**src/rtl/iq_capture_pkg.sv**
```systemverilog
// Shared definitions for the IQ accumulator capture path: word width,
// capture FSM state encoding and constant helper functions.
package iq_capture_pkg;

   localparam int IQ_WORD_W = 16;

   // Accumulator geometry of the existing demodulator channels.
   localparam int GPS_INTEG_BITS = 20;
   localparam int GPS_NREG       = 6;
   localparam int E1B_NREG       = 12;

   typedef enum logic [1:0] {
      ST_IDLE  = 2'd0,
      ST_WAIT  = 2'd1,
      ST_SHIFT = 2'd2,
      ST_FLUSH = 2'd3
   } cap_state_e;

   // Integer ceiling division, used for words per dump.
   function automatic int ceil_div(input int a, input int b);
      return (a + b - 1) / b;
   endfunction

   // Bits needed to index v entries (ceil(log2(v))).
   function automatic int clog2(input int v);
      int r;
      r = 0;
      while ((1 << r) < v) r++;
      return r;
   endfunction

endpackage

```
**src/rtl/iq_fifo.sv**
```systemverilog
// Synchronous first-word-fall-through FIFO with registered head output,
// full/empty/count status and a synchronous clear. Async active-low reset.
module iq_fifo
   import iq_capture_pkg::*;
#(
   parameter int W     = IQ_WORD_W,
   parameter int DEPTH = 16
) (
   input  logic                   clk,
   input  logic                   rst_n,
   input  logic                   clr,
   input  logic                   wr,
   input  logic [W-1:0]           wdata,
   input  logic                   rd,
   output logic [W-1:0]           rdata,
   output logic                   full,
   output logic                   empty,
   output logic [clog2(DEPTH):0]  count
);

   localparam int AW = clog2(DEPTH);
   localparam int CW = AW + 1;
   localparam logic [CW-1:0] FULL_CNT = CW'(DEPTH);

   logic [AW-1:0] wptr_q, wptr_d;
   logic [AW-1:0] rptr_q, rptr_d;
   logic [CW-1:0] count_q, count_d;
   logic [W-1:0]  rdata_q, rdata_d;
   logic [W-1:0]  mem_q [DEPTH];
   logic          do_pop, do_push, mem_we;
   logic [CW-1:0] remaining;

   // Pointer, occupancy and registered-head next-state logic.
   always_comb begin
      // NOTE: every variable gets a default before any branch so no latch is inferred.
      wptr_d    = wptr_q;
      rptr_d    = rptr_q;
      count_d   = count_q;
      rdata_d   = rdata_q;
      mem_we    = 1'b0;
      do_pop    = rd && (count_q != '0);
      // A pop in the same cycle frees the slot, so a full FIFO still accepts.
      do_push   = wr && ((count_q != FULL_CNT) || do_pop);
      remaining = count_q - CW'(do_pop);
      if (clr) begin
         wptr_d  = '0;
         rptr_d  = '0;
         count_d = '0;
         rdata_d = '0;
      end else begin
         mem_we  = do_push;
         rptr_d  = rptr_q + AW'(do_pop);
         wptr_d  = wptr_q + AW'(do_push);
         count_d = count_q + CW'(do_push) - CW'(do_pop);
         if (remaining == '0) begin
            // Nothing left behind the head: the incoming word becomes the head.
            if (do_push) rdata_d = wdata;
         end else begin
            rdata_d = mem_q[rptr_d];
         end
      end
   end

   // Control and head registers.
   always_ff @(posedge clk or negedge rst_n) begin
      if (!rst_n) begin
         wptr_q  <= '0;
         rptr_q  <= '0;
         count_q <= '0;
         rdata_q <= '0;
      end else begin
         // NOTE: sequential state uses non-blocking assignments so all flops update together.
         wptr_q  <= wptr_d;
         rptr_q  <= rptr_d;
         count_q <= count_d;
         rdata_q <= rdata_d;
      end
   end

   // Storage array write port.
   // NOTE: the storage array has no reset; occupancy is tracked by count_q, so contents are don't-care until written.
   always_ff @(posedge clk) begin
      if (mem_we) mem_q[wptr_q] <= wdata;
   end

   assign rdata = rdata_q;
   assign count = count_q;
   assign empty = (count_q == '0);
   assign full  = (count_q == FULL_CNT);

endmodule

```
**src/rtl/iq_capture.sv**
```systemverilog
// Epoch-triggered capture of the demodulator's serial IQ accumulator dump.
// Generates the shift strobe, packs sin MSB-first into 16-bit words and
// buffers them in an FWFT FIFO drained by the CPU. Flags lost epochs and
// dropped words in a sticky overrun bit.
module iq_capture
   import iq_capture_pkg::*;
#(
   parameter int INTEG_BITS = GPS_INTEG_BITS,
   parameter int NREG       = GPS_NREG,
   parameter int FIFO_DEPTH = 16
) (
   input  logic                        clk,
   input  logic                        rst_n,
   input  logic                        epoch,
   input  logic                        sin,
   output logic                        shift,
   input  logic                        rd,
   output logic [IQ_WORD_W-1:0]        rdata,
   output logic                        empty,
   output logic [clog2(FIFO_DEPTH):0]  count,
   output logic                        overrun,
   input  logic                        clr
);

   localparam int NBITS    = NREG * INTEG_BITS;
   localparam int NWORDS   = ceil_div(NBITS, IQ_WORD_W);
   localparam int REM      = NBITS % IQ_WORD_W;
   localparam int FLUSH_SH = IQ_WORD_W - REM;
   localparam int WCNT_W   = clog2(NWORDS + 1);

   // Final bit of a dump: bit LAST_B of word LAST_W.
   localparam logic [WCNT_W-1:0] LAST_W = WCNT_W'(NWORDS - 1);
   localparam logic [3:0]        LAST_B = (REM == 0) ? 4'd15 : 4'(REM - 1);

   cap_state_e           state_q, state_d;
   logic [3:0]           bcnt_q, bcnt_d;   // bit within word; also the WAIT timer
   logic [WCNT_W-1:0]    wcnt_q, wcnt_d;   // words pushed this dump
   logic [IQ_WORD_W-1:0] pack_q, pack_d;
   logic                 overrun_q, overrun_d;
   logic                 push, drop, fifo_full, last_bit;
   logic [IQ_WORD_W-1:0] push_word, shifted;

   assign shifted  = {pack_q[IQ_WORD_W-2:0], sin};
   assign last_bit = (wcnt_q == LAST_W) && (bcnt_q == LAST_B);

   // Capture FSM: next state, counters, packing register and push request.
   always_comb begin
      state_d   = state_q;
      bcnt_d    = bcnt_q;
      wcnt_d    = wcnt_q;
      pack_d    = pack_q;
      shift     = 1'b0;
      push      = 1'b0;
      push_word = '0;
      case (state_q)
         ST_IDLE: begin
            if (epoch) begin
               state_d = ST_WAIT;
               bcnt_d  = '0;
               wcnt_d  = '0;
            end
         end
         ST_WAIT: begin
            // Two cycles: the demodulator loads its serial register two edges after ms0.
            if (bcnt_q == 4'd1) begin
               state_d = ST_SHIFT;
               bcnt_d  = '0;
            end else begin
               bcnt_d = bcnt_q + 4'd1;
            end
         end
         ST_SHIFT: begin
            shift  = 1'b1;
            pack_d = shifted;
            bcnt_d = bcnt_q + 4'd1;
            if (bcnt_q == 4'd15) begin
               push      = 1'b1;
               push_word = shifted;
               wcnt_d    = wcnt_q + WCNT_W'(1);
            end
            if (last_bit) state_d = (REM != 0) ? ST_FLUSH : ST_IDLE;
         end
         ST_FLUSH: begin
            // Partial word sits in the LSBs; left-justify it with zero padding.
            push      = 1'b1;
            push_word = pack_q << FLUSH_SH;
            state_d   = ST_IDLE;
         end
         default: state_d = ST_IDLE;
      endcase
   end

   // Sticky overrun: lost epoch or dropped word; clr wins over a same-cycle set.
   always_comb begin
      drop      = push && fifo_full && !rd;
      overrun_d = overrun_q;
      if (clr) begin
         overrun_d = 1'b0;
      end else if ((epoch && (state_q != ST_IDLE)) || drop) begin
         overrun_d = 1'b1;
      end
   end

   // FSM, counter, packing and status registers.
   always_ff @(posedge clk or negedge rst_n) begin
      if (!rst_n) begin
         state_q   <= ST_IDLE;
         bcnt_q    <= '0;
         wcnt_q    <= '0;
         pack_q    <= '0;
         overrun_q <= 1'b0;
      end else begin
         state_q   <= state_d;
         bcnt_q    <= bcnt_d;
         wcnt_q    <= wcnt_d;
         pack_q    <= pack_d;
         overrun_q <= overrun_d;
      end
   end

   assign overrun = overrun_q;

   iq_fifo #(
      .W     (IQ_WORD_W),
      .DEPTH (FIFO_DEPTH)
   ) u_fifo (
      .clk   (clk),
      .rst_n (rst_n),
      .clr   (clr),
      .wr    (push),
      .wdata (push_word),
      .rd    (rd),
      .rdata (rdata),
      .full  (fifo_full),
      .empty (empty),
      .count (count)
   );

endmodule

```
**config.mk**
```make
export PLATFORM = sky130hd
export DESIGN_NAME = iq_capture
export DESIGN_NICKNAME = d
export VERILOG_FILES = /design/src/rtl/iq_capture_pkg.sv /design/src/rtl/iq_fifo.sv /design/src/rtl/iq_capture.sv
export SDC_FILE = /design/constraint.sdc
export NUM_CORES = 1
export LEC_CHECK = 0
export CAP_MARGIN = 5
export CORE_UTILIZATION = 40
export CTS_CLUSTER_DIAMETER = 200
export DETAILED_ROUTE_END_ITERATION = 16
export PLACE_DENSITY = 0.53
export SYNTH_ARGS = -nofsm -noshare
export SYNTH_HDL_FRONTEND = slang
export SYNTH_SLANG_ARGS = --single-unit
```
**constraint.sdc**
```tcl
create_clock -name clk -period 5.3 [get_ports clk]
set_clock_uncertainty 0.2 [all_clocks]
set_input_delay 1.325 -clock clk [delete_from_list [all_inputs] [get_ports clk]]
set_output_delay 1.325 -clock clk [all_outputs]
set_load 0.01 [all_outputs]
```
==> results.yml, run 1 <==
sta:
  relSlewSlack: 0.237
  tns_ns: 0
  period_needed_ns: 4.02
  slew_violations: 0
  worst_slew_pin_slew_ns: 1.14
  hold_ws_ns: 0.313
  period_share: 0.759
  fmax_ghz: 0.249
  grt_setup_unrepaired: "false"
  setup_viol: 0
  hold_viol_final: 0
global_route:
  grt_pass1_wl_um: 48800
  grt_antenna_before_repair: 0
  grt_overflow_total: 0
  gr-usage-all-layers: 0.204
  grt_start_max_net_pins: 65
  grt_pass1_vias: 7320
routing:
  wirelength_um: 32900
  ant_nets: 0
  vias: 7392
  drt_iter0_markers: 728
  vias_per_cell: 5.60
  wire_per_inst_um: 24.9
  drt_pass1_iterations: 5
  drc: 0
power_and_ir_drop:
  p_int_mw: 4.85
  power.density_nw_per_um2: 457
  combPwrFrac: 0.258
  peakVddDrop_mv: 0.216
  leakagePower_nw: 5.25
  seqPwrFrac: 0.408
  power_frac_clock: 0.334
  switching_share: 0.290
  p_sw_mw: 1.98
setup_path:
  critical_path.endpoint: "u_fifo.rdata[5]$_DFFE_PN0P_"
  critical_path_cell_count: 10
  reg2reg_slack_ns: 1.28
  cpPeakStageDelay_ns: 0.72
  critPathKind: "reg -> reg"
  slowest_stage: "ha_2"
  cp_cell_sequence: "inv_1 > ha_1 > or3b_2 > nor2_1 > nor2b_1 > ha_2 > buf_12 > mux4_2 > mux4_2 > o22a_1"
  crit_buf_inv: 2
  crit_top_cell: "mux4_2"
  reg2reg_from: "u_fifo.count[2]$_DFF_PN0_"
  rr_worst_depth: 10
  worstPathRequired_ns: 5.50
  cp-start-kind: "flip-flop"
  worstPathArrival_ns: 4.22
  critical_path.max_fanout: 23
  reg2reg_to: "u_fifo.rdata[5]$_DFFE_PN0P_"
  cp_top_family: "multiplexers"
  cp-end-kind: "flip-flop"
  crit_start: "u_fifo.count[2]$_DFF_PN0_"
placed_design:
  port_buffers: 29
  dp_hpwl_um: 18600
  gp_congestion: 0.762
synthesis:
  syn_area_um2: 12900
  ys_seq_elements: 311
  async_flop_share: 0.177
  synth_cell_types: 52
  syn_avg_cell_area_um2: 15.4
  synth_cells: 839
  yosysWarnings: 0
  ys_seq_area_frac: 0.703
  synth_ff_type: "edfxtp_1"
  synth_fp_nets: 867
  synth_enable_flop_cells: 256
floorplanning:
  fp.dieH_um: 181
  fp.coreArea_um2: 31600
  pin_count: 30
  rows: 65
  dieArea_um2: 32900
  floorplan.initialDensity: 0.407
  fp.dieW_um: 181
clocking:
  clk_latency_ns: 0.51
  clk_root_buffer_cell: "clkbuf_16"
  postCtsHoldBufs: 0
  cts_setup_buffers: 0
  path_clk_slew_ns: 0.06
  clock-sinks: 311
  cts_tree: "built"
  cts_buffers: 35
  cts_htree_levels: 2
  ctsResizeCount: 0
  clockBufferDepth: 3
run:
  maxCapViolCount: 0
final_layout:
  fin_nets: 921
  antenna_cells: 0
  drive_gt1_frac: 0.178
  area_growth_pct: 16.1
status:
  status: "complete, no violations"
hold_path:
  hp-class: "reg -> reg"
==> cells in the final DEF, fill, tap and decap left out, types with 18 or more instances in the layout <==
cell type,count
buf_4,28
inv_1,21
clkbuf_16,35
edfxtp_1,256
and2_1,18
clkdlybuf4s50_1,28
nand2_1,125
nand3_1,44
a31oi_1,24
ha_1,20
dfrtp_1,55
mux4_2,40
==> final cells by class <==
cell class | count | area, µm²
Clock inverter | 12 | 101
Multi-Input combinational cell | 463 | 3660
Sequential cell | 311 | 9060
Timing Repair Buffer | 60 | 556
Tap cell | 402 | 503
Fill cell | 2691 | 16700
Clock buffer | 50 | 982
Inverter | 22 | 82.6
==> Yosys cell counts (2+ instances only) <==
cell	count	area share
a21oi_1	5	0.0019
a21boi_0	2	0.0012
dfrtp_1	55	0.11
nor3b_1	2	0.0012
a32oi_1	8	0.0054
buf_4	6	0.0035
xnor2_1	8	0.0054
nor2_1	29	0.0084
o22a_1	8	0.0054
mux2_2	17	0.015
clkbuf_1	31	0.0090
a21o_1	3	0.0017
nand2b_1	7	0.0034
buf_2	4	0.0016
edfxtp_1	256	0.60
o211ai_1	2	0.0012
nand4_1	16	0.0078
inv_1	21	0.0061
nand3b_1	2	0.0012
a31oi_1	24	0.012
o31ai_1	8	0.0047
and2_1	18	0.0087
o2bb2ai_1	8	0.0054
o21ai_0	7	0.0027
and3_1	2	0.00097
nand2_1	125	0.036
mux2i_1	12	0.0093
a22oi_1	9	0.0052
nor3_1	9	0.0035
mux4_2	40	0.070
ha_1	21	0.020
xor2_1	2	0.0014
nand3_1	44	0.017
nor2b_1	8	0.0039
and4_1	2	0.0014
a211oi_1	2	0.0012
==> power by group through the flow <==
stage	clock network (mW)	registers, mW	logic (mW)
global placement	0	2.84	1.75
CTS	2.33	2.78	1.77
global route	2.43	2.79	1.89
finish	2.28	2.78	1.76
floorplan	0	2.82	1.16
detailed placement	0	2.83	1.77
==> flip-flops by register name (all words and copies together), names as in the netlist <==
name and count:
bcnt_q 4, overrun 1, pack_q 15, state_q 2, u_fifo.count 5, u_fifo.mem_q 256, u_fifo.rdata 16, u_fifo.rptr_q 4
u_fifo.wptr_q 4, wcnt_q 4
==> routing by layer <==
layer	GRT usage	routed length, µm	vias to the layer above
met5	0	0	-
met4	0.0549	609	0
met3	0.0341	1690	40
met2	0.323	15600	220
met1	0.293	15000	3825
li1	-	-	3307
==> kinds of logic (layout without fill, tap and decap cells) <==
family | count (synthesis) | after routing | share of synthesized area
simple gates | 268 | 268 | 0.0962
mux | 69 | 69 | 0.0941
compound gates | 92 | 92 | 0.0533
flops | 311 | 311 | 0.703
buf+inv | 65 | 144 | 0.0217
fa+ha+maj | 22 | 22 | 0.0219
xor+xnor | 12 | 12 | 0.00932
==> worst min path at each step <==
stage | startpoint | endpoint | slack, ns | depth (start not counted)
global placement | pack_q[14]$_DFFE_PN0P_ | pack_q[14]$_DFFE_PN0P_ | 0.29 | 1
global route | pack_q[14]$_DFFE_PN0P_ | pack_q[14]$_DFFE_PN0P_ | 0.33 | 1
finish | pack_q[14]$_DFFE_PN0P_ | pack_q[14]$_DFFE_PN0P_ | 0.31 | 1
detailed placement | pack_q[14]$_DFFE_PN0P_ | pack_q[14]$_DFFE_PN0P_ | 0.30 | 1
CTS | pack_q[14]$_DFFE_PN0P_ | pack_q[14]$_DFFE_PN0P_ | 0.31 | 1
floorplan | pack_q[14]$_DFFE_PN0P_ | pack_q[14]$_DFFE_PN0P_ | 0.28 | 1
==> metrics by stage <==
step | power [mW] | instance area [µm²] | std cells | utilization | setup slack, ns
floorplan | 3.98 | 12900 | 839 | - | 1.37
global placement | 4.59 | 13900 | 1258 | 0.438 | 0.765
detailed placement | 4.60 | 13900 | 1258 | 0.438 | 0.705
CTS | 6.89 | 15000 | 1320 | 0.473 | 1.23
global route | 7.11 | 15000 | 1320 | 0.473 | 1.05
finish | 6.83 | 15000 | 1320 | 0.473 | 1.28
No activity file was read; power rests on OpenSTA's default activity.
==> run 2, diff against run 1 <==
==> constraint.sdc (replaced) <==
create_clock -name clk -period 3.85 [get_ports clk]
set_clock_uncertainty 0.2 [all_clocks]
set_input_delay 0.9625 -clock clk [delete_from_list [all_inputs] [get_ports clk]]
set_output_delay 0.9625 -clock clk [all_outputs]
set_load 0.01 [all_outputs]
==> results.yml, run 2 (synthesis gave the netlist of run 1 again) <==
clocking:
  path_clk_slew_ns: 0.07
  postCtsHoldBufs: 0
  cts_htree_levels: 1
  clk_latency_ns: 0.57
  cts_tree: "built"
  clock-sinks: 311
  clockBufferDepth: 3
  cts_buffers: 31
  clk_root_buffer_cell: "clkbuf_16"
setup_path:
  reg2reg_from: "u_fifo.count[2]$_DFF_PN0_"
  worstPathRequired_ns: 2.69
  critPathKind: "reg -> out"
  cp-start-kind: "flip-flop"
  critical_path.max_fanout: 5
  crit_start: "u_fifo.count[2]$_DFF_PN0_"
  cp-end-kind: "output port"
  worstPathArrival_ns: 2.55
status:
  status: "complete, no violations"
global_route:
  grt_pass1_vias: 7541
  gr-usage-all-layers: 0.203
  grt_start_max_net_pins: 38
  grt_antenna_before_repair: 0
  grt_overflow_total: 0
  grt_pass1_wl_um: 49200
floorplanning:
  fp.dieH_um: 181
  dieArea_um2: 32900
  fp.dieW_um: 181
  pin_count: 30
  rows: 65
  floorplan.initialDensity: 0.407
  fp.coreArea_um2: 31600
routing:
  vias_per_cell: 5.55
  vias: 7499
  drt_iter0_markers: 646
  ant_nets: 0
  wire_per_inst_um: 23.9
  drt_pass1_iterations: 5
  drc: 0
  wirelength_um: 32300
power_and_ir_drop:
  leakagePower_nw: 5.47
  power.density_nw_per_um2: 624
  peakVddDrop_mv: 0.327
final_layout:
  largest_reg_flops: 256
  area_growth_pct: 18.9
  regMostFlops: "u_fifo.mem_q"
  fillCellCount: 2674
  antenna_cells: 0
  multi_input_area_um2: 3630
  register_area_um2: 9060
  design_area_um2: 15300
  mostFrequentLayoutCells: "edfxtp_1, nand2_1, dfrtp_1"
  final_common_cell: "edfxtp_1"
  fin_nets: 952
  drive_gt1_frac: 0.212
placed_design:
  dp_hpwl_um: 20000
  dpl-instance-area_um2: 14300
  gp_congestion: 0.780
  port_buffers: 29
sta:
  slew_violations: 0
  tns_ns: 0
  period_share: 0.964
  grt_setup_unrepaired: "false"
  fmax_ghz: 0.269
  hold_viol_final: 0
  period_needed_ns: 3.71
  relSlewSlack: 0.424
  worst_slew_pin_slew_ns: 0.864
  setup_viol: 0
run:
  maxCapViolCount: 0
hold_path:
  hp-class: "in -> async"
## run 2: cell count changes in the layout (fill, tap and decap cells not counted), moves of 3 or more
cell / before / now
bufinv_16: 1 / 4
buf_4: 28 / 48
nor2_2: 5 / 13
buf_12: 3 / 18
clkinv_2: 2 / 8
clkbuf_1: 10 / 6
nor2_4: 7 / 0
clkbuf_16: 35 / 31
inv_6: 4 / 1
## run 2: worst paths after layout
check / to / slack (ns) / cells past startpoint
setup / recovery: empty / 0.14 / 5
hold / removal: u_fifo.rdata[4]$_DFFE_PN0P_ / 0.31 / 1
setup reg to reg: u_fifo.rdata[0]$_DFFE_PN0P_ / 0.18 / 10
hold reg to reg: pack_q[10]$_DFFE_PN0P_ / 0.34 / 1
max in group asynchronous: u_fifo.rdata[15]$_DFFE_PN0P_ / 2.37 / 2
min in group clk: pack_q[10]$_DFFE_PN0P_ / 0.34 / 1
## run 2: power by group
group          internal (mW)  leakage [nW]  switching [mW]
registers               3.71          3.06           0.129
logic                   1.31          1.90            1.35
clock network           1.80         0.507            1.25
## run 2: area by class of cell
type | instances | share of cell area
inverter | 22 | 0.00539
clock inverter | 18 | 0.0130
sequential | 311 | 0.592
clock buffer | 40 | 0.0548
multi-input combinational | 463 | 0.237
tap | 402 | 0.0328
timing repair buffer | 95 | 0.0657
## run 2: per-stage QoR
step                      std cells  setup WS (ns)   util  power [mW]  hold WS (ns)
after CTS                      1351         0.0213  0.484        9.65         0.334
after global placement         1293         0.0662  0.451        6.58         0.318
after detailed placement       1293          0.102  0.451        6.59         0.320
final                          1351          0.138  0.484        9.56         0.307
after global routing           1351         0.0133  0.484        9.98         0.360
after floorplan                 839         0.0453      -        5.48         0.281
## run 2: metal layers
layer | share of wire | wire length, µm | vias to the layer above | GRT usage
li1 | - | - | 3371 | -
met1 | 0.44 | 14300 | 3836 | 0.287
met2 | 0.48 | 15300 | 250 | 0.330
met3 | 0.063 | 2020 | 42 | 0.0303
met4 | 0.018 | 575 | 0 | 0.0478
met5 | 0 | 0 | - | 0
## run 2: critical path, stage by stage, from the launching register on
cell and delay, ns:
dfrtp_1 0.45, inv_2 0.12, ha_1 0.18, or3b_2 0.53, nor2_2 0.15, clkdlybuf4s50_1 0.55
## run 2: repair_timing
item / 4_1_cts / 5_1_grt
setup buffers: 0 / 0
setup endpoints to repair: 0 / 10
gates resized for setup: 0 / 3
